[src/rtl/jtag_bridge_pkg.sv]
// jtag_bridge_pkg: shared definitions for the JTAG UART stream bridge.
//   DATA_REG / CTRL_REG : JTAG UART register addresses (av_address)
//   RVALID_BIT          : data-register bit flagging a valid received byte
//   WSPACE_LSB          : LSB of the 16-bit write-space field in the control register
//   state_t             : Avalon master FSM states
package jtag_bridge_pkg;

  localparam logic        DATA_REG   = 1'b0;
  localparam logic        CTRL_REG   = 1'b1;
  localparam int unsigned RVALID_BIT = 15;
  localparam int unsigned WSPACE_LSB = 16;

  typedef enum logic [1:0] {
    ST_IDLE     = 2'd0,
    ST_RX_POLL  = 2'd1,
    ST_TX_SPACE = 2'd2,
    ST_TX_WRITE = 2'd3
  } state_t;

endpackage

[src/rtl/jtag_bridge_fifo.sv]
// jtag_bridge_fifo: synchronous show-ahead FIFO with level output.
//   i_clk, i_rst_n : clock, async active-low reset (clears pointers/level)
//   i_push, i_data : write request / data (ignored when full)
//   i_pop          : read request (ignored when empty)
//   o_data         : head word
//   o_full, o_empty, o_level : occupancy status
module jtag_bridge_fifo #(
  parameter int unsigned WIDTH = 8,
  parameter int unsigned DEPTH = 16,
  localparam int unsigned AW   = $clog2(DEPTH)
) (
  input  logic             i_clk,
  input  logic             i_rst_n,
  input  logic             i_push,
  input  logic [WIDTH-1:0] i_data,
  input  logic             i_pop,
  output logic [WIDTH-1:0] o_data,
  output logic             o_full,
  output logic             o_empty,
  output logic [AW:0]      o_level
);

  logic [WIDTH-1:0] r_mem [DEPTH];
  logic [AW-1:0]    r_wr;
  logic [AW-1:0]    r_rd;
  logic [AW:0]      r_level;
  logic             w_push;
  logic             w_pop;

  assign o_full  = (r_level == (AW+1)'(DEPTH));
  assign o_empty = (r_level == '0);
  assign o_level = r_level;
  assign o_data  = r_mem[r_rd];
  assign w_push  = i_push && !o_full;
  assign w_pop   = i_pop && !o_empty;

  always_ff @(posedge i_clk) begin
    if (w_push) r_mem[r_wr] <= i_data;
  end

  always_ff @(posedge i_clk or negedge i_rst_n) begin
    if (!i_rst_n) begin
      r_wr    <= '0;
      r_rd    <= '0;
      r_level <= '0;
    end else begin
      if (w_push) r_wr <= r_wr + 1'b1;
      if (w_pop)  r_rd <= r_rd + 1'b1;
      case ({w_push, w_pop})
        2'b10:   r_level <= r_level + 1'b1;
        2'b01:   r_level <= r_level - 1'b1;
        default: r_level <= r_level;
      endcase
    end
  end

endmodule

[src/rtl/jtag_stream_bridge.sv]
// jtag_stream_bridge: user word streams <-> JTAG UART bytes over Avalon-MM, LSB first.
//   clk_clk, reset_reset_n          : clock, async active-low reset
//   tx_valid/tx_ready/tx_data       : user TX word stream into the TX FIFO
//   rx_valid/rx_ready/rx_data/rx_bytes : RX FIFO head word and its valid byte count
//   av_*                            : Avalon-MM master to the JTAG UART slave
// Optional feature: define JTAG_BRIDGE_RX_FLUSH_EN to flush a partial RX word
// after RX_TIMEOUT cycles without a received byte.
module jtag_stream_bridge
  import jtag_bridge_pkg::*;
#(
  parameter int unsigned WORD_BYTES = 2,
  parameter int unsigned TX_DEPTH   = 16,
  parameter int unsigned RX_DEPTH   = 16,
  parameter int unsigned RX_TIMEOUT = 1024
) (
  input  logic                    clk_clk,
  input  logic                    reset_reset_n,
  input  logic                    tx_valid,
  output logic                    tx_ready,
  input  logic [8*WORD_BYTES-1:0] tx_data,
  output logic                    rx_valid,
  input  logic                    rx_ready,
  output logic [8*WORD_BYTES-1:0] rx_data,
  output logic [2:0]              rx_bytes,
  output logic                    av_chipselect,
  output logic                    av_address,
  output logic                    av_read_n,
  output logic                    av_write_n,
  output logic [31:0]             av_writedata,
  input  logic [31:0]             av_readdata,
  input  logic                    av_waitrequest
);

  localparam int unsigned DW = 8*WORD_BYTES;

  state_t          r_state, w_next;
  logic [15:0]     r_tx_credit;
  logic            r_last_tx;
  logic            r_tx_en;
  logic [DW-1:0]   r_tx_word;
  logic [2:0]      r_tx_left;
  logic [DW-1:0]   r_pk_data;
  logic [2:0]      r_pk_cnt;

  logic            w_done, w_rx_byte, w_pk_full, w_flush, w_rx_elig, w_tx_pend;
  logic [DW-1:0]   w_pk_word;
  logic            w_tx_push, w_tx_pop, w_tx_full, w_tx_empty;
  logic [DW-1:0]   w_tx_dout;
  logic            w_rx_push, w_rx_pop, w_rx_full, w_rx_empty;
  logic [DW+2:0]   w_rx_din, w_rx_dout;
  logic [$clog2(TX_DEPTH):0] w_tx_level;
  logic [$clog2(RX_DEPTH):0] w_rx_level;
  logic            w_unused;

  assign w_unused = ^{av_readdata[14:8], w_tx_level, w_rx_level};

  // Transfer handshake and packer datapath
  assign w_done    = (r_state != ST_IDLE) && !av_waitrequest;
  assign w_rx_byte = w_done && (r_state == ST_RX_POLL) && av_readdata[RVALID_BIT];
  assign w_pk_word = r_pk_data | (DW'(av_readdata[7:0]) << {r_pk_cnt, 3'b000});
  assign w_pk_full = w_rx_byte && (r_pk_cnt == 3'(WORD_BYTES-1));
  assign w_tx_pend = (r_tx_left != '0);

`ifdef JTAG_BRIDGE_RX_FLUSH_EN
  logic [31:0] r_to_cnt;

  always_ff @(posedge clk_clk or negedge reset_reset_n) begin
    if (!reset_reset_n)                     r_to_cnt <= '0;
    else if (w_rx_byte || r_pk_cnt == '0)   r_to_cnt <= '0;
    else if (r_to_cnt < 32'(RX_TIMEOUT-1))  r_to_cnt <= r_to_cnt + 32'd1;
  end

  // Flush never overlaps an RX_POLL, so a poll started on a non-full FIFO
  // always has room for the word it may complete.
  assign w_flush = (r_pk_cnt != '0) && (r_to_cnt >= 32'(RX_TIMEOUT-1)) &&
                   (r_state != ST_RX_POLL) && !w_rx_full;
`else
  assign w_flush = 1'b0;
`endif

  assign w_rx_elig = !w_rx_full && !w_flush;
  assign w_rx_push = w_pk_full || w_flush;
  assign w_rx_din  = w_flush ? {r_pk_cnt, r_pk_data} : {3'(WORD_BYTES), w_pk_word};
  assign w_rx_pop  = rx_valid && rx_ready;
  assign w_tx_push = tx_valid && tx_ready;
  assign w_tx_pop  = !w_tx_pend && !w_tx_empty;

  assign tx_ready  = r_tx_en && !w_tx_full;
  assign rx_valid  = !w_rx_empty;
  assign rx_data   = rx_valid ? w_rx_dout[DW-1:0] : '0;
  assign rx_bytes  = rx_valid ? w_rx_dout[DW+:3]  : '0;

  jtag_bridge_fifo #(.WIDTH(DW), .DEPTH(TX_DEPTH)) u_tx_fifo (
    .i_clk(clk_clk), .i_rst_n(reset_reset_n),
    .i_push(w_tx_push), .i_data(tx_data), .i_pop(w_tx_pop),
    .o_data(w_tx_dout), .o_full(w_tx_full), .o_empty(w_tx_empty), .o_level(w_tx_level)
  );

  jtag_bridge_fifo #(.WIDTH(DW+3), .DEPTH(RX_DEPTH)) u_rx_fifo (
    .i_clk(clk_clk), .i_rst_n(reset_reset_n),
    .i_push(w_rx_push), .i_data(w_rx_din), .i_pop(w_rx_pop),
    .o_data(w_rx_dout), .o_full(w_rx_full), .o_empty(w_rx_empty), .o_level(w_rx_level)
  );

  always_ff @(posedge clk_clk or negedge reset_reset_n) begin
    if (!reset_reset_n) r_state <= ST_IDLE;
    else                r_state <= w_next;
  end

  always_comb begin
    w_next        = r_state;
    av_chipselect = 1'b0;
    av_address    = DATA_REG;
    av_read_n     = 1'b1;
    av_write_n    = 1'b1;
    av_writedata  = '0;
    case (r_state)
      ST_IDLE: begin
        if (w_tx_pend && (r_last_tx || !w_rx_elig) && w_rx_elig)
          w_next = ST_RX_POLL;
        else if (w_tx_pend)
          w_next = (r_tx_credit != '0) ? ST_TX_WRITE : ST_TX_SPACE;
        else if (w_rx_elig)
          w_next = ST_RX_POLL;
      end
      ST_RX_POLL: begin
        av_chipselect = 1'b1;
        av_read_n     = 1'b0;
        if (w_done) w_next = ST_IDLE;
      end
      ST_TX_SPACE: begin
        av_chipselect = 1'b1;
        av_address    = CTRL_REG;
        av_read_n     = 1'b0;
        if (w_done) w_next = ST_IDLE;
      end
      ST_TX_WRITE: begin
        av_chipselect = 1'b1;
        av_write_n    = 1'b0;
        av_writedata  = {24'h0, r_tx_word[7:0]};
        if (w_done) w_next = ST_IDLE;
      end
      default: w_next = ST_IDLE;
    endcase
  end

  always_ff @(posedge clk_clk or negedge reset_reset_n) begin
    if (!reset_reset_n) begin
      r_tx_en     <= 1'b0;
      r_last_tx   <= 1'b0;
      r_tx_credit <= '0;
      r_tx_word   <= '0;
      r_tx_left   <= '0;
      r_pk_data   <= '0;
      r_pk_cnt    <= '0;
    end else begin
      r_tx_en <= 1'b1;
      if (r_state == ST_IDLE && w_next != ST_IDLE)
        r_last_tx <= (w_next != ST_RX_POLL);

      if (w_done && r_state == ST_TX_SPACE)
        r_tx_credit <= av_readdata[WSPACE_LSB +: 16];
      else if (w_done && r_state == ST_TX_WRITE)
        r_tx_credit <= r_tx_credit - 16'd1;

      if (w_tx_pop) begin
        r_tx_word <= w_tx_dout;
        r_tx_left <= 3'(WORD_BYTES);
      end else if (w_done && r_state == ST_TX_WRITE) begin
        r_tx_word <= r_tx_word >> 8;
        r_tx_left <= r_tx_left - 3'd1;
      end

      if (w_rx_push) begin
        r_pk_data <= '0;
        r_pk_cnt  <= '0;
      end else if (w_rx_byte) begin
        r_pk_data <= w_pk_word;
        r_pk_cnt  <= r_pk_cnt + 3'd1;
      end
    end
  end

endmodule

[config.mk]
export PLATFORM = sky130hd
export DESIGN_NAME = jtag_stream_bridge
export DESIGN_NICKNAME = d
export VERILOG_FILES = /design/src/rtl/jtag_bridge_pkg.sv /design/src/rtl/jtag_bridge_fifo.sv /design/src/rtl/jtag_stream_bridge.sv
export SDC_FILE = /design/constraint.sdc
export NUM_CORES = 1
export LEC_CHECK = 0
export CAP_MARGIN = 20
export CORE_UTILIZATION = 52
export DETAILED_ROUTE_END_ITERATION = 8
export GPL_ROUTABILITY_DRIVEN = 0
export PLACE_DENSITY = 0.69
export RECOVER_POWER = 100
export SLEW_MARGIN = 0
export SYNTH_ARGS = -nofsm -noshare
export SYNTH_HDL_FRONTEND = slang
export SYNTH_HIERARCHICAL = 1
export SYNTH_SLANG_ARGS = --single-unit
[constraint.sdc]
create_clock -name clk_clk -period 11.4 [get_ports clk_clk]
set_input_delay 3.42 -clock clk_clk [delete_from_list [all_inputs] [get_ports clk_clk]]
set_output_delay 3.42 -clock clk_clk [all_outputs]
set_load 0.01 [all_outputs]
# Word level (Yosys, flattened, before mapping)
# Memory sizes are Yosys's and may differ from the RTL's.
# Index checks and enable logic that the tools add are counted.
# word_totals
regBits	84
latchBits	0
ramBits	512
romBits	0
inputBits	53
output_inout_bits	57
elab_cells	107
memories	2
# memory_table
memory	words	width	rd	rd_ports_with_merged_regs	write_ports	line_no	source
u_rx_fifo.r_mem	16	16	1	0	1	jtag_bridge_fifo.sv:23	logic [WIDTH-1:0] r_mem [DEPTH];
u_tx_fifo.r_mem	16	16	1	0	1	jtag_bridge_fifo.sv:23	
# op_classes
n_addsub	11
n_mul	0
div	0
n_lt_le_gt_ge	0
n_eq_ne	11
shift	1
muxes	29
bitwise	1
reduce_logical	38
# op_table
operator	n
2-to-1 mux 16 bit	7
one-hot mux 5 bit (2 select lines)	2
logical AND 1 bit	17
adder 4 x 1 -> 4 bit (second input constant)	4
OR 16 bit	1
nonzero test 16 bit	1
<< shifter 8 x 6 -> 16 bit	1
subtractor 16 x 1 -> 16 bit (second input constant)	1
2-to-1 mux 3 bit	5
nonzero test 2 bit	7
adder 5 x 1 -> 5 bit (second input constant)	2
== test 5 bit (second input constant)	2
zero test 5 bit	2
subtractor 5 x 1 -> 5 bit (second input constant)	2
2-to-1 mux 1 bit	9
== test 2 bit (second input constant)	4
2-to-1 mux 2 bit	4
2-to-1 mux 8 bit	1
== test 2 x 1 -> 1 bit (second input constant)	3
zero test 1 bit	6
one-hot mux 2 bit (2 select lines)	1
adder 3 x 1 -> 3 bit (second input constant)	1
== test 3 x 1 -> 1 bit (second input constant)	1
nonzero test 3 bit	1
other kinds (6)	6

# Longest topological paths before layout
# depth
ltp_word	8
mapped_depth	19
depth_no_buf	15

# Hierarchy
# Netlist, hierarchy kept.
# modules_own_cells
module	n_inst	cells_each	area_each_um2	seq_area_each_um2
jtag_bridge_fifo at u_rx_fifo	1	638	12704.7	9454.1
jtag_bridge_fifo at u_tx_fifo	1	555	10895.4	8012.7
jtag_stream_bridge	1	382	3420.8	1451.4

# Worst setup path before layout
# Ideal clock, no wire load.
# synth_timing
path_type	input to register
startpoint	in av_waitrequest
endpoint	mem u_rx_fifo/r_mem[0][0] in the netlist's numbering (enable)
setup_ns	0.419
arrival_ns	6.287
t_required_ns	10.981
path_slack_ns	4.694
cell_stages	11
n_path_buf	5
cell_sequence	clkbuf_1 nor2_1 and3_1 clkbuf_1 and2_1 buf_2 buf_2 and2_1 buf_2 nand2_1 nor3_1
# synth_between
elab_chain_cells	8
# synth_lines
element	line_no	source
start: declaration	jtag_stream_bridge.sv:31	input logic av_waitrequest
zero test 1 bit	jtag_stream_bridge.sv:58	assign w_done = (r_state != ST_IDLE) && !av_waitrequest;
logical AND 1 bit	jtag_stream_bridge.sv:58	
logical AND 1 bit (2 in series)	jtag_stream_bridge.sv:59	assign w_rx_byte = w_done && (r_state == ST_RX_POLL) && av_readdata[RVALID_BIT];
logical AND 1 bit	jtag_stream_bridge.sv:61	assign w_pk_full = w_rx_byte && (r_pk_cnt == 3'(WORD_BYTES-1));
named net w_pk_full	jtag_stream_bridge.sv:45	logic w_done, w_rx_byte, w_pk_full, w_flush, w_rx_elig, w_tx_pend;
logical AND 1 bit	jtag_bridge_fifo.sv:34	assign w_push = i_push && !o_full;
2-to-1 mux 1 bit	jtag_bridge_fifo.sv:38	if (w_push) r_mem[r_wr] <= i_data;
2-to-1 mux 1 bit (implied by the code)	jtag_bridge_fifo.sv:38	
end: declaration	jtag_bridge_fifo.sv:23	
# The timed path passes the listed nets, and every way through them passes these cells.

# Worst setup path after layout
# layout_timing
startpoint	reg u_rx_fifo.r_rd[2]
endpoint	out rx_data[13]
# layout_between
elab_chain_cells	2
# layout_lines
element	line_no	source
start: declaration	jtag_bridge_fifo.sv:25	logic [AW-1:0] r_rd;
start signal: assignment	jtag_bridge_fifo.sv:48	if (w_pop) r_rd <= r_rd + 1'b1;
memory read (16 x 16 bit)	-	
named net w_rx_dout[13]	jtag_stream_bridge.sv:50	logic [DW+2:0] w_rx_din, w_rx_dout;
2-to-1 mux 16 bit	jtag_stream_bridge.sv:90	assign rx_data = rx_valid ? w_rx_dout[DW-1:0] : '0;
end: declaration	jtag_stream_bridge.sv:23	output logic [8*WORD_BYTES-1:0] rx_data,
# The timed path passes the listed nets, and every way through them passes these cells.

==> flow_metrics.py <==
metrics = {
    "outcome": {
        "status": "complete, but fails checks",
        "violations": "capacitance limit, slew limit",
    },
    "sta": {
        "fin_crit_sh_pct": 80.2,
        "drv_slew": 250,
        "hold_violations": 0,
        "relSlewSlack_pct": -149,
        "post-route-min-period_ps": 9140,
        "finalSetupViolCount": 0,
        "worst_pin_slew_ps": 3730,
        "postLayoutSetupSlackWorst_ps": 2260,
        "fin_skew_ps": 15.6,
        "rsz0062_at_grt": "no",
        "fmaxAchievable_mhz": 109,
        "setup-tns-final_ps": 0,
    },
    "synthesis": {
        "synth_warnings": 6,
        "synthCells": 1575,
        "synthFlopType": "edfxtp_1",
        "synth_seq_cells": 644,
        "synthesis.area_um2": 27000,
        "yosysSeqAreaShare_pct": 70.0,
        "post_synth.cell_area_avg_um2": 17.2,
        "synth-edff-count": 560,
        "synth_cell_types": 65,
        "async_flop_share_pct": 13.0,
    },
    "routing": {
        "ant_nets": 0,
        "drt_drc_violations_left": 0,
        "drt_iter0_markers": 1122,
        "via_per_inst": 5.71,
        "first_pass_iters": 5,
        "routedWlPerCell_um": 23.2,
        "routed_wl_mm": 57.0,
        "vias": 14000,
    },
    "clock_network": {
        "cts_num_sinks": 644,
        "cts_hold_buf": 0,
        "clk_path_buf_depth": 3,
        "cts_inserted_buffers": 67,
        "post-cts-setup-buffers": 0,
        "tritoncts": "yes",
        "htree_num_levels": 3,
        "ctsResizeCount": 0,
        "clockRootBuffer": "clkbuf_16",
        "cts.clk_slew.worst_paths_ps": 60,
        "insertion_delay_ps": 590,
    },
    "setup_path": {
        "cp_max_fo": 22,
        "arrival_ps": 5720,
        "reg2reg_slack_ps": 5760,
        "worstReg2RegEnd": "u_rx_fifo/r_mem[11][11]",
        "path_class": "register to output port",
        "reg2reg_depth": 8,
        "r2r_start": "r_state[0]",
        "crit_required_ps": 7980,
        "startpoint_type": "register",
        "endpoint_kind": "output port",
    },
    "final_layout": {
        "instances_no_fill": 2456,
        "area_delta_synth_final_pct": 12.5,
        "n_fill_cell": 3868,
        "layout_commonest_cell": "edfxtp_1",
        "nets": 1806,
        "drive_gt1_share_pct": 14.4,
        "final_cell_mix": "560 x edfxtp_1, 152 x mux2i_1, 100 x nand2_1, 81 x dfrtp_1, 79 x o21ai_0",
        "stdcell_area_um2": 30400,
    },
    "pwr": {
        "p_per_area_nw_per_um2": 248,
        "p_leak_nw": 10.9,
        "p_total_w": 0.00755,
        "ir_worst_vdd_mv": 0.150,
    },
    "min_path": {
        "hp-start": "u_rx_fifo/o_level[4]",
        "min_to": "u_rx_fifo/o_level[4]",
        "min_path_type": "register to register",
        "min_path_cells": 1,
    },
    "grt": {
        "antenna_found_initial": 4,
        "overflow": 0,
        "grt_pass1_vias": 14500,
        "grt_pass1_wl_mm": 86.6,
        "grt_max_degree": 69,
        "track_usage_pct": 22.0,
    },
    "floorplanning": {
        "io_pins": 110,
        "die_w_um": 230,
        "num_rows": 83,
        "die_area_um2": 52900,
        "core_area_um2": 51300,
        "fp.dieH_um": 230,
        "start_util_pct": 52.7,
    },
    "placement": {
        "dp_hpwl_mm": 33.9,
        "preCtsSetupSlack_ps": 3900,
        "postPlaceCellArea_um2": 28600,
        "placed_cells": 2331,
        "numPortBuffers": 78,
    },
    "job": {
        "cap_violations": 10,
    },
}
## critical path: stages (launching register included)
cell and delay, ps:
dfrtp_1 610, nor2b_1 1710, clkbuf_1 1370, a221oi_1 350, a22oi_1 260, nand2_1 100
nor2b_1 140, clkdlybuf4s50_1 540
## cell type report
class	instances	area, um2	share of cell area (%)
flip-flops and latches	644	18900	62.3
multi-input cells	854	7380	24.3
clock buffers	88	1860	6.12
repair buffers	122	1010	3.32
well taps	680	851	2.80
clock inverters	32	234	0.770
inverters	34	128	0.420
diodes	2	5.00	0.0165
## how the worst max path moves through the flow
stage / startpoint / endpoint / slack [ps] / cells after the start
final: u_rx_fifo/r_rd[2] / rx_data[13] / 2260 / 7
after global routing: u_rx_fifo/r_rd[2] / rx_data[13] / 1980 / 7
after CTS: u_rx_fifo/r_rd[0] / rx_data[3] / 3940 / 6
after detailed placement: av_waitrequest / u_rx_fifo/r_mem[2][13] / 3900 / 8
after global placement: av_waitrequest / u_rx_fifo/o_level[4] / 3970 / 13
after floorplan: av_waitrequest / u_rx_fifo/r_mem[0][0] / 4690 / 11
## state kept, by name (all words and copies together) (netlist names), 4 cells and up
register,count
u_tx_fifo/r_wr,4
r_tx_word,16
r_pk_data,16
u_rx_fifo/r_mem,304
u_tx_fifo/r_mem,256
u_rx_fifo/r_rd,4
u_rx_fifo/r_wr,4
u_tx_fifo/r_rd,4
r_tx_credit,16
u_tx_fifo/o_level,5
u_rx_fifo/o_level,5
## stage by stage
step                utilization [%]  hold slack, ps
global route                   59.2             523
detailed placement             55.7             486
finish                         59.3             492
CTS                            59.7             494
global placement               55.6             477
floorplan                         -             459
## per-layer routing
metal  wire [um]  vias to the layer above  track usage (%)  share of wire [%]
li1            -                     6353                -                  -
met1       22800                     7176             27.1                 40
met2       29500                      382             38.5                 52
met3        2870                      109             4.07                5.0
met4        1800                        4             8.11                3.2
met5          23                        -                0              0.040
## kinds of logic after synthesis
kind of cell	synth area share, %
AOI/OAI and AO/OA	7.45
xor gates and xnor gates	0.972
adders and majority gates	1.44
buffers and inverters	3.45
DFF	70.0
muxes	11.6
other	0.0278
and+or+nand+nor	5.03
## report_power, final
group          total (W)  internal, W  switching, W
registers        0.00306      0.00283      0.000229
logic            0.00240      0.00104       0.00136
clock network    0.00209      0.00122      0.000870
## Yosys cell counts (all sizes together) (6+ instances only)
cell type	instances	area share, %
nand3	10	0.19
xor2	11	0.36
a21o	21	0.58
buf	82	2.5
ha	28	1.3
o21ai	89	1.7
a22oi	36	1.0
nand2	100	1.4
mux4	70	5.8
nor2	54	0.75
nor3	12	0.22
xnor2	19	0.62
edfxtp	560	62
inv	33	0.46
mux2i	152	5.6
and2	15	0.36
nor2b	38	0.92
dfrtp	84	7.8
a21oi	6	0.11
clkbuf	32	0.46
nor4	8	0.37
a221oi	70	3.8
(Power assumes the default switching activity.)
